File: config.mk
export PLATFORM = sky130hd
export DESIGN_NAME = mc_controller
export DESIGN_NICKNAME = d
export VERILOG_FILES = /design/src/rtl/mc_controller.sv
export SDC_FILE = /design/constraint.sdc
export NUM_CORES = 1
export LEC_CHECK = 0
export ABC_AREA = 1
export CAP_MARGIN = 20
export CORE_ASPECT_RATIO = 1.2
export CORE_MARGIN = 2
export CORE_UTILIZATION = 47
export DETAILED_ROUTE_END_ITERATION = 8
export PLACE_DENSITY = 0.87
export SLEW_MARGIN = 25
export SYNTH_ARGS = -nofsm -noshare
export SYNTH_HDL_FRONTEND = slang
export SYNTH_SLANG_ARGS = --single-unit
File: constraint.sdc
create_clock -name clk -period 5.3 [get_ports clk]
set_input_delay 1.325 -clock clk [delete_from_list [all_inputs] [get_ports clk]]
set_output_delay 1.325 -clock clk [all_outputs]
set_load 0.005 [all_outputs]
File: src/rtl/mc_controller.sv
// Purpose: multi-cycle main control FSM for the MIPS datapath (FETCH/DECODE/EXEC/MEM/WB/MDWAIT/TRAP).
// Latency: 2..5 cycles per instruction with mem_ready held high; mult/div take 3+MULT_LAT / 3+DIV_LAT.
// Backpressure: FETCH and MEM hold mem_read/mem_write until mem_ready; MDWAIT holds busy for the unit latency.
//
// Ports:
//   clk, reset            rising-edge clock, synchronous active-high reset
//   op, func, zero        IR opcode/function fields, ALU equal flag (used in EXEC)
//   mem_ready             memory completion handshake
//   state                 current FSM state code
//   pc_write..mem_write   datapath strobes (combinational from state + inputs, forced low in reset)
//   reg_dst..alu_op       static decode of op/func, valid in every state
//   npc_sel               next-PC select, driven per state
//   md_start, md_op, busy mult/div launch pulse, operation select, wait indicator
//   instr_done, illegal   final-cycle pulse, sticky trap flag
module mc_controller #(
    parameter int ALUOP_W  = 8,
    parameter int MULT_LAT = 5,
    parameter int DIV_LAT  = 10,
    parameter int CNT_W    = 4
) (
    input  logic               clk,
    input  logic               reset,
    input  logic [5:0]         op,
    input  logic [5:0]         func,
    input  logic               zero,
    input  logic               mem_ready,
    output logic [2:0]         state,
    output logic               pc_write,
    output logic               ir_write,
    output logic               reg_write,
    output logic               mem_read,
    output logic               mem_write,
    output logic [1:0]         reg_dst,
    output logic               alu_src,
    output logic [1:0]         reg_src,
    output logic [1:0]         npc_sel,
    output logic [1:0]         ext_op,
    output logic [ALUOP_W-1:0] alu_op,
    output logic               md_start,
    output logic               md_op,
    output logic               busy,
    output logic               instr_done,
    output logic               illegal
);

    typedef enum logic [2:0] {
        S_FETCH  = 3'd0,
        S_DECODE = 3'd1,
        S_EXEC   = 3'd2,
        S_MEM    = 3'd3,
        S_WB     = 3'd4,
        S_MDWAIT = 3'd5,
        S_TRAP   = 3'd6
    } state_t;

    typedef enum logic [3:0] {
        C_NOP, C_ALU, C_LW, C_SW, C_BEQ, C_JAL, C_JR, C_MULT, C_DIV, C_ILL
    } cls_t;

    localparam logic [CNT_W-1:0] MULT_LD = CNT_W'(MULT_LAT - 1);
    localparam logic [CNT_W-1:0] DIV_LD  = CNT_W'(DIV_LAT - 1);

    state_t           state_q;
    cls_t             cls_q;
    cls_t             cls_now;
    logic [CNT_W-1:0] cnt_q;
    logic             illegal_q;

    assign state   = state_q;
    assign illegal = illegal_q;
    assign md_op   = (cls_q == C_DIV);

    // Instruction class straight from the IR; only sampled into cls_q in DECODE,
    // so later op/func changes cannot redirect an instruction in flight.
    always_comb begin
        cls_now = C_ILL;
        case (op)
            6'b000000: begin
                case (func)
                    6'b100000, 6'b100010, 6'b000000,
                    6'b010000, 6'b010010: cls_now = C_ALU;
                    6'b001000:            cls_now = C_JR;
                    6'b011000:            cls_now = C_MULT;
                    6'b011010:            cls_now = C_DIV;
                    default:              cls_now = C_ILL;
                endcase
            end
            6'b001101, 6'b001111: cls_now = C_ALU;
            6'b100011:            cls_now = C_LW;
            6'b101011:            cls_now = C_SW;
            6'b000100:            cls_now = C_BEQ;
            6'b000011:            cls_now = C_JAL;
            default:              cls_now = C_ILL;
        endcase
    end

    // Static datapath decode, same encodings as the single-cycle controller.
    always_comb begin
        reg_dst = 2'd0;
        alu_src = 1'b0;
        reg_src = 2'd0;
        ext_op  = 2'd0;
        alu_op  = ALUOP_W'(0);
        case (op)
            6'b000000: begin
                if (func == 6'b100010) alu_op = ALUOP_W'(1);
                if (func == 6'b000000) alu_op = ALUOP_W'(3);
                if (func == 6'b010000 || func == 6'b010010) reg_src = 2'd3;
            end
            6'b001101: begin reg_dst = 2'd1; alu_src = 1'b1; ext_op = 2'd0; alu_op = ALUOP_W'(2); end
            6'b001111: begin reg_dst = 2'd1; alu_src = 1'b1; ext_op = 2'd2; alu_op = ALUOP_W'(2); end
            6'b100011: begin reg_dst = 2'd1; alu_src = 1'b1; ext_op = 2'd1; reg_src = 2'd1; end
            6'b101011: begin alu_src = 1'b1; ext_op = 2'd1; end
            6'b000100: begin ext_op = 2'd1; alu_op = ALUOP_W'(4); end
            6'b000011: begin reg_dst = 2'd2; reg_src = 2'd2; end
            default: ;
        endcase
    end

    always_ff @(posedge clk) begin
        if (reset) begin
            state_q   <= S_FETCH;
            cnt_q     <= '0;
            illegal_q <= 1'b0;
            cls_q     <= C_NOP;
        end else begin
            case (state_q)
                S_FETCH: if (mem_ready) state_q <= S_DECODE;
                S_DECODE: begin
                    cls_q <= cls_now;
                    case (cls_now)
                        C_ILL: begin
                            illegal_q <= 1'b1;
                            state_q   <= S_TRAP;
                        end
                        C_JAL, C_JR: state_q <= S_FETCH;
                        default:     state_q <= S_EXEC;
                    endcase
                end
                S_EXEC: begin
                    case (cls_q)
                        C_LW, C_SW: state_q <= S_MEM;
                        C_ALU:      state_q <= S_WB;
                        C_MULT: begin cnt_q <= MULT_LD; state_q <= S_MDWAIT; end
                        C_DIV:  begin cnt_q <= DIV_LD;  state_q <= S_MDWAIT; end
                        default:    state_q <= S_FETCH;
                    endcase
                end
                S_MDWAIT: begin
                    if (cnt_q == '0) state_q <= S_FETCH;
                    else             cnt_q   <= cnt_q - CNT_W'(1);
                end
                S_MEM: if (mem_ready) state_q <= (cls_q == C_LW) ? S_WB : S_FETCH;
                S_WB:   state_q <= S_FETCH;
                S_TRAP: state_q <= S_TRAP;
                default: state_q <= S_FETCH;
            endcase
        end
    end

    // Strobes are combinational so FETCH/MEM can complete in the same cycle
    // mem_ready arrives; all are held low while reset is asserted.
    always_comb begin
        pc_write   = 1'b0;
        ir_write   = 1'b0;
        reg_write  = 1'b0;
        mem_read   = 1'b0;
        mem_write  = 1'b0;
        md_start   = 1'b0;
        busy       = 1'b0;
        instr_done = 1'b0;
        npc_sel    = 2'd0;
        if (!reset) begin
            case (state_q)
                S_FETCH: begin
                    mem_read = 1'b1;
                    ir_write = mem_ready;
                    pc_write = mem_ready;
                end
                S_DECODE: begin
                    if (cls_now == C_JAL) begin
                        reg_write  = 1'b1;
                        pc_write   = 1'b1;
                        npc_sel    = 2'd2;
                        instr_done = 1'b1;
                    end else if (cls_now == C_JR) begin
                        pc_write   = 1'b1;
                        npc_sel    = 2'd3;
                        instr_done = 1'b1;
                    end
                end
                S_EXEC: begin
                    if (cls_q == C_BEQ) begin
                        pc_write   = zero;
                        npc_sel    = 2'd1;
                        instr_done = 1'b1;
                    end
                    md_start = (cls_q == C_MULT) || (cls_q == C_DIV);
                end
                S_MDWAIT: begin
                    busy       = 1'b1;
                    instr_done = (cnt_q == '0);
                end
                S_MEM: begin
                    mem_read   = (cls_q == C_LW);
                    mem_write  = (cls_q == C_SW);
                    instr_done = (cls_q == C_SW) && mem_ready;
                end
                S_WB: begin
                    reg_write  = 1'b1;
                    instr_done = 1'b1;
                end
                default: ;
            endcase
        end
    end

endmodule

---- Word level (Yosys, flattened, before mapping) ----
Index checks and enable logic that the tools add are counted.
word-level totals
  word-level logic and storage cells ...... 103
  register bits after elaboration ......... 12
  output and inout port bits .............. 30
operators by class
  reductions and logical operators ........ 19
  muxes and demuxes ....................... 46
  add/sub/neg operators ................... 1
  equality and inequality tests ........... 33
operators with widths
  cell                                                  number
  equality test 6 x 5 -> 1 bit (second input constant)  4
  equality test 6 bit (second input constant)           4
  case mux 4 bit (6 select lines)                       1
  case mux 8 bit (3 select lines)                       1
  2-to-1 mux 1 bit                                      20
  equality test 6 x 4 -> 1 bit (second input constant)  3
  case mux 3 bit (6 select lines)                       1
  equality test 4 x 3 -> 1 bit (second input constant)  4
  case mux 4 bit (2 select lines)                       2
  case mux 4 bit (4 select lines)                       1
  logical NOT 6 bit                                     2
  2-to-1 mux 3 bit                                      4
  case mux 2 bit (2 select lines)                       3
  equality test 3 bit (second input constant)           3
  case mux 3 bit (3 select lines)                       1
  equality test 4 x 2 -> 1 bit (second input constant)  2
  equality test 4 bit (second input constant)           2
  2-to-1 mux 2 bit                                      4
  2-to-1 mux 8 bit                                      1
  inequality test 2 bit (second input constant)         4
  OR reduction 2 bit                                    4
  equality test 3 x 2 -> 1 bit (second input constant)  2
  equality test 6 x 2 -> 1 bit (second input constant)  1
  equality test 6 x 3 -> 1 bit (second input constant)  1
  other kinds (20)                                      24

---- Longest topological paths before layout ----
  depth in word-level cells ............... 9
  depth in mapped cells ................... 12

---- Worst setup path after synthesis ----
OpenSTA, ideal clock, no wires.
  path type ............................... in2out
  start point ............................. in func[3]
  end point ............................... out instr_done
  arrival ................................. 2.243 ns
  stages .................................. 10
  setup slack ............................. 1.732 ns
  path buffers ............................ 0
  cell sequence ........................... inv_1 > nor2_1 > nand3_1 > nor2_1 > inv_1 > nand2_1 > nand4_2 > nand2_1 > nand2_2 > a21oi_1
between the ends
  longest elaborated chain between the ends .. 9
RTL lines
  element                                            RTL line  text
  start: declaration                                 24        input logic [5:0] func,
  equality test 6 bit, or another cell as far along  79        case (func)
  OR reduction 5 bit                                 79
  case mux 4 bit (4 select lines) *                  79
  case mux 4 bit (6 select lines) *                  77        case (op)
  equality test 4 x 3 -> 1 bit                       186       end else if (cls_now == C_JR) begin
  2-to-1 mux 1 bit                                   186
  2-to-1 mux 1 bit *                                 181       if (cls_now == C_JAL) begin
  case mux 1 bit (5 select lines) *                  174       case (state_q)
  2-to-1 mux 1 bit *                                 173       if (!reset) begin
  end: declaration                                   42        output logic instr_done,
Every way passes the cells marked *; elsewhere a longest branch is shown, timed or not.

---- Final worst setup path ----
  start point ............................. in op[3]
  end point ............................... out instr_done
between the ends
  longest elaborated chain between the ends .. 8
RTL lines
  element                              RTL line  text
  start: declaration                   23        input logic [5:0] op,
  equality test 6 x 4 -> 1 bit         77
  OR reduction 2 bit (no source line)  -
  case mux 4 bit (6 select lines) *    77
  equality test 4 x 3 -> 1 bit         186
  2-to-1 mux 1 bit                     186
  2-to-1 mux 1 bit *                   181
  case mux 1 bit (5 select lines) *    174
  2-to-1 mux 1 bit *                   173
Marks and branches as above.

==> metrics.yaml <==
synthesis:
  synth_edf_count: 0
  synthFlopType: "dfxtp_1"
  syn_inst: 204
  ys_ff_latch: 12
  ys_seq_area_share_pct: 20.4
  async_flop_share_pct: 0
  yosysUniqueCellTypes: 30
  syn-cell-area_mm2: 0.00118
  yosys_warnings: 0
  synth_area_per_cell_um2: 5.78
finish:
  synthToLayoutAreaGrowth_pct: 38.4
  stdcell_count: 277
  layout-drive-gt1-share_pct: 7.72
  diodes: 0
  fillers: 221
  nNetsFinal: 265
routing:
  wl_met3_um: 170
  drc: 0
  firstDrtPassIters: 4
  top_layer: "met3"
  ant_nets: 0
  drt_iter0_markers: 67
  post_drt_wl_per_cell_um: 10.7
  avgViaCountPerCell: 4.98
  met1_length_um: 1320
  drt-total-wl_um: 2970
  num_vias: 1380
  wl_met2_um: 1480
timing:
  rsz0062_at_grt: "false"
  max_freq_mhz: 211
  setup-tns-final_ps: 0
  hold_ws_ps: 490
  skew_ps: 5.02
  drv_slew: 0
  hold_viol: 0
  finalCritPeriodShare_pct: 89.5
  layout_min_cycle_time_ps: 4750
  final-setup-viol-count: 0
clock_tree:
  path_clk_slew_ps: 70
  insertion_delay_ps: 270
  clock_sinks: 12
  cts_tree: "done"
  cts_hold_buf: 0
  htree_levels: 1
  cts_setup_buffers: 0
  cts-root-buf: "clkbuf_4"
  clk_path_buf_depth: 2
  cts_resized: 0
  cts_buffers: 3
status:
  outcome: "finished, final reports clean"
setup_path:
  r2r_start: "state[0]$_SDFFE_PP0P_"
  criticalPathCategory: "in2out"
  critPathCaptureType: "primary output"
  cp_slowest_cell: "clkdlybuf4s50_1"
  startpoint_type: "input port"
  cp.buffers_inverters: 3
  critPathRequiredTime_ps: 3970
  cp_cell_sequence: "clkdlybuf4s50_1 -> nor2_2 -> nand3_2 -> nor2_1 -> inv_1 -> nand2_1 -> nand4_2 -> nand2_1 -> nand2_2 -> a21oi_1 -> clkdlybuf4s50_1"
  cp_num_cells: 11
  cp_max_fo: 6
  cp_top_family: "buffers and inverters"
  critPathLaunch: "op[3]"
  crit_arrival_ps: 3420
  critPathMaxStageDelay_ps: 520
  rr_worst_depth: 7
global_route:
  grt_pass1_vias: 1239
  grt_pass1_wl_um: 5000
  grt_max_degree: 19
  grt.overflow.total: 0
  grt_usage_pct: 21.3
  grt_antenna_before_repair: 0
die:
  dieArea_mm2: 0.00293
  fp-row-count: 19
  die_y_um: 58.9
  num_io_pins: 46
  start_util_pct: 50.6
  die_x_um: 49.7
  core_area_mm2: 0.00233
place:
  numPortBuffers: 40
  dpl.hpwl_um: 2360
  place_inst: 273
  place_congestion: 0.864
hold_path:
  hp-start: "illegal$_SDFFE_PP0P_"
  hold_class: "reg2reg"
  hold_depth: 2
run:
  cap_viol_max_count: 0
power:
  p_leak_uw: 0.000797
  powerDensity_mw_per_mm2: 290
  ir_worst_vdd_v: 0.000283
[flip-flops by register name, indices dropped and copies added, names as in the netlist]
name and cells:
illegal 1, state 3, cls_q 4, cnt_q 4
[report_power, final]
| part | switching, µW | internal (µW) | total (µW) |
|---|---|---|---|
| sequential | 34.2 | 117 | 151 |
| combinational | 137 | 113 | 250 |
| clock | 30.5 | 41.8 | 72.3 |
[layout by cell type, fill, tap and decap left out, types with 2 or more instances in the layout]
cell type | synthesis | routed
nand2_2 | 2 | 2
a31oi_1 | 2 | 2
clkdlybuf4s50_1 | 0 | 40
ha_1 | 2 | 2
o211ai_1 | 2 | 2
nand3_1 | 16 | 16
nor3_1 | 6 | 6
dfxtp_1 | 12 | 12
clkbuf_4 | 0 | 3
nand4_1 | 4 | 4
nand2_1 | 35 | 35
nand3_2 | 5 | 5
xor2_1 | 2 | 2
o21ai_0 | 15 | 15
inv_1 | 39 | 39
conb_1 | 1 | 5
nor2_1 | 32 | 32
a21oi_1 | 11 | 11
[synth_stat cells (2+ instances only)]
master,n,share of area (%)
xor2_1,2,1.5
nand3_1,16,6.8
nand2_2,2,1.1
dfxtp_1,12,20
nand3_2,5,4.2
ha_1,2,2.1
nand4_1,4,2.1
nor2_1,32,10
o211ai_1,2,1.3
a21oi_1,11,4.7
inv_1,39,12
buf_4,5,3.2
nor3_1,6,2.5
o21ai_0,15,6.4
nand2_1,35,11
a31oi_1,2,1.1
[tightest hold or removal path: cells and delay by family (launching register included)]
family	cells	cell delay (ps)
flip-flops	1	340
AND/OR/NAND/NOR	2	120
[final cells by class]
cell class	count	area [µm²]	share of cell area (%)
clock buffer	4	36.3	2.22
inverter	40	150	9.20
multi-input combinational	149	758	46.5
sequential	12	240	14.7
tap	31	38.8	2.38
timing repair buffer	41	408	25.0
[final timing paths]
path	to	slack (ps)
max	instr_done	550
min reg2reg	illegal$_SDFFE_PP0P_	490
max reg2reg	cnt_q[0]$_SDFFE_PP0P_	3690
min	illegal$_SDFFE_PP0P_	490
[cell families after synthesis]
family / after synthesis / synth area share (%)
and+or+nand+nor: 106 / 43.1
adders and majority gates: 2 / 2.12
DFF: 12 / 20.4
buffers and inverters: 47 / 16.6
xor gates and xnor gates: 2 / 1.49
other: 1 / 0.318
AOI/OAI and AO/OA: 34 / 16.0
[per-layer routing]
metal  vias up  track usage, %
met4         0            3.57
met5         -               0
met2        39            39.6
li1        727               -
met1       614            25.5
met3         0            4.31
[through the flow]
step	utilization (%)	instance area, µm²	power [µW]	worst slack, ps
floorplan	-	1190	302	1730
global placement	68.5	1600	397	664
detailed placement	68.5	1600	401	555
CTS	70.0	1630	475	546
global route	70.0	1630	514	334
finish	70.0	1630	473	555
No activity file was read; power rests on OpenSTA's default activity.
